<file path="src/rtl/acl_regs_pkg.sv">
// acl_regs_pkg: register map, FSM states and widths for the PmodACL SPI responder.
package acl_regs_pkg;
    localparam int AXIS_W = 10;
    localparam int ADDR_W = 6;
    localparam logic [ADDR_W-1:0] DEVID       = 6'h00;
    localparam logic [ADDR_W-1:0] OFSX        = 6'h1E;
    localparam logic [ADDR_W-1:0] OFSY        = 6'h1F;
    localparam logic [ADDR_W-1:0] OFSZ        = 6'h20;
    localparam logic [ADDR_W-1:0] POWER_CTL   = 6'h2D;
    localparam logic [ADDR_W-1:0] DATA_FORMAT = 6'h31;
    localparam logic [ADDR_W-1:0] DATAX0      = 6'h32;
    localparam logic [ADDR_W-1:0] DATAX1      = 6'h33;
    localparam logic [ADDR_W-1:0] DATAY0      = 6'h34;
    localparam logic [ADDR_W-1:0] DATAY1      = 6'h35;
    localparam logic [ADDR_W-1:0] DATAZ0      = 6'h36;
    localparam logic [ADDR_W-1:0] DATAZ1      = 6'h37;
    typedef enum logic [1:0] {IDLE, CMD, DATA} state_e;
    function automatic logic [7:0] axis_hi(input logic [AXIS_W-1:0] v);
        return {{6{v[AXIS_W-1]}}, v[AXIS_W-1:8]};
    endfunction
endpackage

</file>
<file path="src/rtl/spi_edge_sync.sv">
// spi_edge_sync: 2-FF synchronizer for an asynchronous SPI pin plus rise/fall detection.
module spi_edge_sync (
    input  logic clk,
    input  logic rst_n,
    input  logic d_i,
    output logic level_o,
    output logic rise_o,
    output logic fall_o
);
    logic [2:0] s_q;
    // Clearing to 0 means a select held low across reset never looks like a fresh frame start.
    always_ff @(posedge clk) begin
        if (!rst_n) s_q <= 3'b000;
        else        s_q <= {s_q[1:0], d_i};
    end
    assign level_o = s_q[1];
    assign rise_o  = s_q[1] & ~s_q[2];
    assign fall_o  = ~s_q[1] & s_q[2];
endmodule

</file>
<file path="src/rtl/acl_spi_responder.sv">
// acl_spi_responder: SPI mode-3 slave modelling the PmodACL accelerometer register map.
module acl_spi_responder
    import acl_regs_pkg::*;
#(
    parameter logic [7:0] DEVID_VAL = 8'hE5
) (
    input  logic        CLK,
    input  logic        RST,
    input  logic        SCLK,
    input  logic        SS,
    input  logic        SDI,
    output logic        SDO,
    input  logic [9:0]  xAxis,
    input  logic [9:0]  yAxis,
    input  logic [9:0]  zAxis,
    output logic [7:0]  powerCtl,
    output logic [7:0]  dataFormat,
    output logic        wrStrobe,
    output logic [5:0]  wrAddr,
    output logic [7:0]  wrData
);
    logic sclk_lvl, sclk_rise, sclk_fall, ss_lvl, ss_rise, ss_fall, sdi_lvl, sdi_rise, sdi_fall;
    logic unused_edges;

    spi_edge_sync u_sclk (.clk(CLK), .rst_n(RST), .d_i(SCLK), .level_o(sclk_lvl), .rise_o(sclk_rise), .fall_o(sclk_fall));
    spi_edge_sync u_ss   (.clk(CLK), .rst_n(RST), .d_i(SS),   .level_o(ss_lvl),   .rise_o(ss_rise),   .fall_o(ss_fall));
    spi_edge_sync u_sdi  (.clk(CLK), .rst_n(RST), .d_i(SDI),  .level_o(sdi_lvl),  .rise_o(sdi_rise),  .fall_o(sdi_fall));
    assign unused_edges = ^{sclk_lvl, ss_lvl, sdi_rise, sdi_fall};

    state_e                  state_q, state_d;
    logic [2:0]              bit_q, bit_d;
    logic [6:0]              rx_q, rx_d;
    logic [7:0]              tx_q, tx_d;
    logic                    sdo_q, sdo_d;
    logic                    rw_q, rw_d, mb_q, mb_d;
    logic [ADDR_W-1:0]       addr_q, addr_d;
    logic [3*AXIS_W-1:0]     shadow_q, shadow_d;
    logic [7:0]              power_q, power_d, fmt_q, fmt_d;
    logic [2:0][7:0]         ofs_q, ofs_d;
    logic                    wr_pend_q, wr_pend_d, wr_strobe_q;
    logic [ADDR_W-1:0]       wr_addr_q, wr_addr_d;
    logic [7:0]              wr_data_q, wr_data_d;
    logic [7:0]              rx_sh, rd_byte;
    logic [ADDR_W-1:0]       ld_addr;

    assign rx_sh   = {rx_q, sdi_lvl};
    // Byte loaded for transmit: the command's start address, or the address after this byte.
    assign ld_addr = (state_q == CMD) ? rx_sh[5:0] : addr_q + {5'd0, mb_q};

    always_comb begin
        rd_byte = 8'h00;
        case (ld_addr)
            DEVID:       rd_byte = DEVID_VAL;
            OFSX:        rd_byte = ofs_q[0];
            OFSY:        rd_byte = ofs_q[1];
            OFSZ:        rd_byte = ofs_q[2];
            POWER_CTL:   rd_byte = power_q;
            DATA_FORMAT: rd_byte = fmt_q;
            DATAX0:      rd_byte = shadow_q[7:0];
            DATAX1:      rd_byte = axis_hi(shadow_q[9:0]);
            DATAY0:      rd_byte = shadow_q[17:10];
            DATAY1:      rd_byte = axis_hi(shadow_q[19:10]);
            DATAZ0:      rd_byte = shadow_q[27:20];
            DATAZ1:      rd_byte = axis_hi(shadow_q[29:20]);
            default:     rd_byte = 8'h00;
        endcase
    end

    always_comb begin
        state_d   = state_q;
        bit_d     = bit_q;
        rx_d      = rx_q;
        tx_d      = tx_q;
        sdo_d     = sdo_q;
        rw_d      = rw_q;
        mb_d      = mb_q;
        addr_d    = addr_q;
        shadow_d  = shadow_q;
        power_d   = power_q;
        fmt_d     = fmt_q;
        ofs_d     = ofs_q;
        wr_pend_d = 1'b0;
        wr_addr_d = wr_addr_q;
        wr_data_d = wr_data_q;
        if (ss_rise) begin
            state_d = IDLE;
            sdo_d   = 1'b0;
        end else if (ss_fall) begin
            state_d  = CMD;
            bit_d    = 3'd0;
            sdo_d    = 1'b0;
            shadow_d = {zAxis, yAxis, xAxis};
        end else if (state_q != IDLE && sclk_rise) begin
            rx_d  = rx_sh[6:0];
            bit_d = bit_q + 3'd1;
            if (bit_q == 3'd7 && state_q == CMD) begin
                state_d = DATA;
                rw_d    = rx_sh[7];
                mb_d    = rx_sh[6];
                addr_d  = rx_sh[5:0];
                tx_d    = rx_sh[7] ? rd_byte : tx_q;
            end else if (bit_q == 3'd7) begin
                addr_d = ld_addr;
                tx_d   = rw_q ? rd_byte : tx_q;
                if (!rw_q) begin
                    wr_pend_d = 1'b1;
                    wr_addr_d = addr_q;
                    wr_data_d = rx_sh;
                    power_d   = (addr_q == POWER_CTL) ? rx_sh : power_q;
                    fmt_d     = (addr_q == DATA_FORMAT) ? rx_sh : fmt_q;
                    if (addr_q >= OFSX && addr_q <= OFSZ) ofs_d[2'(addr_q - OFSX)] = rx_sh;
                end
            end
        end else if (state_q == DATA && rw_q && sclk_fall) begin
            sdo_d = tx_q[7];
            tx_d  = {tx_q[6:0], 1'b0};
        end
    end

    always_ff @(posedge CLK) begin
        if (!RST) begin
            state_q     <= IDLE;
            bit_q       <= 3'd0;
            rx_q        <= 7'd0;
            tx_q        <= 8'd0;
            sdo_q       <= 1'b0;
            rw_q        <= 1'b0;
            mb_q        <= 1'b0;
            addr_q      <= '0;
            shadow_q    <= '0;
            power_q     <= 8'd0;
            fmt_q       <= 8'd0;
            ofs_q       <= '0;
            wr_pend_q   <= 1'b0;
            wr_strobe_q <= 1'b0;
            wr_addr_q   <= '0;
            wr_data_q   <= 8'd0;
        end else begin
            state_q     <= state_d;
            bit_q       <= bit_d;
            rx_q        <= rx_d;
            tx_q        <= tx_d;
            sdo_q       <= sdo_d;
            rw_q        <= rw_d;
            mb_q        <= mb_d;
            addr_q      <= addr_d;
            shadow_q    <= shadow_d;
            power_q     <= power_d;
            fmt_q       <= fmt_d;
            ofs_q       <= ofs_d;
            wr_pend_q   <= wr_pend_d;
            wr_strobe_q <= wr_pend_q;
            wr_addr_q   <= wr_addr_d;
            wr_data_q   <= wr_data_d;
        end
    end

    assign SDO        = sdo_q;
    assign powerCtl   = power_q;
    assign dataFormat = fmt_q;
    assign wrStrobe   = wr_strobe_q;
    assign wrAddr     = wr_addr_q;
    assign wrData     = wr_data_q;
endmodule

</file>
<file path="config.mk">
export PLATFORM = sky130hd
export DESIGN_NAME = acl_spi_responder
export DESIGN_NICKNAME = d
export VERILOG_FILES = /design/src/rtl/acl_regs_pkg.sv /design/src/rtl/spi_edge_sync.sv /design/src/rtl/acl_spi_responder.sv
export SDC_FILE = /design/constraint.sdc
export NUM_CORES = 1
export LEC_CHECK = 0
export CAP_MARGIN = 0
export CORE_MARGIN = 2
export CORE_UTILIZATION = 43
export CTS_BUF_LIST = sky130_fd_sc_hd__clkbuf_16
export DETAILED_ROUTE_END_ITERATION = 10
export GPL_TIMING_DRIVEN = 0
export PLACE_DENSITY = 0.75
export SLEW_MARGIN = 20
export SYNTH_ARGS = -nofsm -noshare
export SYNTH_HDL_FRONTEND = slang
export SYNTH_SLANG_ARGS = --single-unit
export TNS_END_PERCENT = 20
</file>
<file path="constraint.sdc">
create_clock -name CLK -period 4.8 [get_ports CLK]
set_input_delay 0.96 -clock CLK [delete_from_list [all_inputs] [get_ports CLK]]
set_output_delay 0.96 -clock CLK [all_outputs]
set_load 0.05 [all_outputs]
</file>
==> metrics.md <==
| Metric | Value |
|---|---|
| Status | finished, final reports clean |
| Worst Skew | 0.0102 ns |
| Final setup fails | 0 |
| Multi-input combinational cell area | 3180 µm² |
| Total GRT Usage | 24.5% |
| Reg-to-Reg End | tx_q[2] |
| TritonCTS Buffers | 17 |
| Leakage power | ~0.0027 µW |
| Via count | 5133 |
| Crit path depth | 9 |
| Placer Congestion | around 0.9 |
| Yosys top cell area share | 42.0% |
| Mux cell area share after synthesis | 11.8% |
| RSZ-0062 raised after global routing | no |
| Synth Area in Compound Gates | 18.1% |
| Adder-Cell Fraction of Synth Area | 1.49% |
| Max stage delay on crit path | 0.69 ns |
| Drt wl/cell | 19.3 µm |
| Synth Area in XOR/XNOR | 0.895% |
| Post-route DRC violation count | 0 |
| Register area share after synthesis | 42.0% |
| Design Area, Final | 7350 µm² |
| Slowest-stage cell, CP | o32ai_2 |
| Fin. Hold Viols | 0 |
| Reg2reg setup slack | 1.68 ns |
| Yosys top cell by area | dfxtp_1 |
| Bufs and invs on worst path | 1 |
| Peak VDD IR | 0.000239 V |
| Post-synth EDFFs | 0 |
| Final Max Slew Viols | 0 |
| Worst hold stages | 1 |
| Worst Setup SP | addr_q[0] |
| Yosys cell types | 70 |
| Antenna cells | 0 |
| Top_reg_cell synth | dfxtp_1 |
| Clock Pin Slew Worst Setup and Hold Paths | 0.05 ns |
| DP HPWL | between 10000 and 15000 µm |
| Nature of the critical path startpoint | flip-flop |
| Deepest clock path buffer count | 2 |
| Die Y | around 120 µm |
| Post-Syn Area | 5870 µm² |
| CTS Hold Buffers Added | 0 |
| CTS tree | yes |
| Fin Setup TNS | 0 ns |
| PD cells | 330 nW/µm² |
| Worst r2r path cells | 9 |
| CTS root buf | clkbuf_16 |
| Global route overflow | 0 |
| Setup Crit Path Kind | reg2reg |
| Setup crit end | tx_q[2] |
| Synth area leaders | dfxtp_1 42%, mux2i_1 12%, nor2b_1 8.1% |
| Async set-or-reset flop fraction in the synthesized netlist | 0% |
| Max-cap viol count | 0 |
| Vias in the first global route | 5049 |
| Worst-Skew Late Latency | 0.43 ns |
| Area post-placement | 6760 µm² |
| Reg2Reg Launch Point | addr_q[0] |
| Max Freq | 0.321 GHz |
| Yosys reg bits | between 100 and 150 |
| Die Area | approximately 15000 µm² |
| Worst path arrival time | 3.45 ns |
| Max-slew headroom | between 40% and 50% |
| Largest family of logic cells by synthesized area | simple AND/OR/NAND/NOR gates |
| Antenna-violating nets left | 0 |
| Number of fill cells | 1198 |
| Initial antenna violation count | 0 |
| IO Port Bufs | 66 |
| # nets final | 760 |
| Post_cts resized | 0 |
| Violation count after the first detailed-route iteration | 405 |
| Final cycle utilization of the critical path | between 60 and 70% |
| Worst-Margin Slew | between 0.8 and 0.9 ns |
| Initial core utilization | ~44% |
| # clock sinks | roughly 120 |
| Post-Syn Nets | 675 |
| Worst hold path class | reg2reg |
| Die X | roughly 120 µm |
| Simple-gate share of the synthesized area | 21.7% |
| Pre-antenna DRT Iters | 5 |
| CTS H-tree depth | 4 |
| CP Capture Type | flip-flop |
| Mean area per synthesized cell | 9.27 µm² |
| Postcts setup bufs | 0 |
| Share of layout cells above drive strength 1 | 7.27% |
| Delay-heaviest family, CP | compound AO/OA/AOI/OAI gates |
| Cells along the critical path | ha_1 -> ha_1 -> xnor2_1 -> o32ai_2 -> clkbuf_1 -> a22oi_1 -> o221ai_1 -> nor2_1 -> a221oi_1 |
| Post-Synthesis Cells | 633 |
| Std-Cell Rows | 42 |
| Most frequent CP cell | ha_1 |
| IO Pins | 67 |
| Most frequent cells in the layout | 123 x dfxtp_1, 76 x nor2b_1, 68 x mux2i_1 |
| Commonest non-fill, non-tap cell in the layout | dfxtp_1 |
| Core Area | ~13000 µm² |
| Synth Warn # | 0 |
| Via density | 5.67 |
| Crit path max fanout | 10 |
| First-pass GRT wire length | 27200 µm |
| Post-route minimum period | 3.12 ns |
| CP required | 5.13 ns |
| Register area | between 2000 and 2500 µm² |
| Largest net degree at the start of global routing | 17 |
| Routed WL | 17500 µm |
| Area Overhead vs Synth | 25.2% |
Yosys cell counts (4+ instances only):
cell type / number
nor2_1: 22
and2_1: 14
a21oi_1: 16
buf_2: 8
a21boi_0: 22
o221ai_1: 5
o21ai_0: 21
a211oi_1: 4
a22oi_1: 20
nand2_1: 60
a221oi_1: 7
mux2i_1: 68
a22o_1: 6
dfxtp_1: 123
nor2b_1: 76
and3_1: 7
nor3_1: 9
inv_1: 7
nand2b_1: 6
nand3b_1: 4
o211ai_1: 4
clkbuf_1: 39
ha_1: 7
nand3_1: 10
sequential cells by signal, indices dropped and copies added, names as in the netlist:
signal	flops
u_sclk.s_q	3
tx_q	8
wrStrobe	1
powerCtl	8
shadow_q	30
u_sdi.s_q	2
wr_pend_q	1
state_q	2
ofs_q	24
addr_q	6
dataFormat	8
wrData	8
SDO	1
mb_q	1
rw_q	1
rx_q	7
u_ss.s_q	3
wrAddr	6
bit_q	3
layout make-up:
| class | count | area share [%] |
|---|---|---|
| sequential | 123 | 33.5 |
| clock buffer | 17 | 5.79 |
| clock inverter | 13 | 2.20 |
| inverter | 7 | 0.358 |
| multi-input combinational | 452 | 43.3 |
| tap | 176 | 3.00 |
| buffer | 51 | 2.91 |
| timing repair buffer | 66 | 8.99 |
metrics by stage:
| stage | power (µW) | worst slack, ns | std cells | util [%] | hold slack, ns |
|---|---|---|---|---|---|
| 6_report | 2430 | 1.68 | 905 | 55.3 | 0.437 |
| 5_1_grt | 2490 | 1.43 | 905 | 55.3 | 0.445 |
| 4_1_cts | 2440 | 1.31 | 905 | 55.2 | 0.440 |
| 3_5_place_dp | 1150 | 1.30 | 875 | 50.8 | 0.428 |
| 3_3_place_gp | 1150 | 1.45 | 875 | 50.8 | 0.417 |
| 2_1_floorplan | 1100 | 2.33 | 633 | - | 0.412 |
power by group:
group,total (µW),switching [µW],internal (µW)
Combinational,99.1,47.1,52.0
Clock,1290,445,847
Sequential,1030,4.30,1030
Total,2430,497,1930
layer usage:
metal,GRT usage [%],wire (µm),vias up
met1,30.5,7560,2492
met5,0,0,-
met4,11.4,569,0
met2,39.7,8430,159
met3,6.27,939,44
li1,-,-,2438
kinds of logic (layout without fill, tap and decap cells):
| family | after synthesis | count (layout) |
|---|---|---|
| muxes | 69 | 69 |
| AOI/OAI and AO/OA | 138 | 138 |
| xor gates and xnor gates | 6 | 6 |
| adders and majority gates | 7 | 7 |
| DFF | 123 | 123 |
| buffers and inverters | 58 | 154 |
| and+or+nand+nor | 232 | 232 |
worst min-delay path by stage:
stage,startpoint,to,slack (ns)
global placement,wr_pend_q,wrStrobe,0.42
finish,wr_pend_q,wrStrobe,0.44
detailed placement,wr_pend_q,wrStrobe,0.43
global route,u_ss.s_q[0],u_ss.s_q[1],0.45
floorplan,u_sclk.s_q[0],u_sclk.s_q[1],0.41
CTS,wr_pend_q,wrStrobe,0.44
worst register-to-register path, delay by kind of cell, from the launching register on:
kind / cells / cell delay (ns)
buffers and inverters: 1 / 0.51
DFF: 1 / 0.47
xor gates and xnor gates: 1 / 0.16
AOI/OAI and AO/OA: 4 / 1.41
and+or+nand+nor: 1 / 0.07
adders and majority gates: 2 / 0.43
Power figures use the tool's default switching activity.
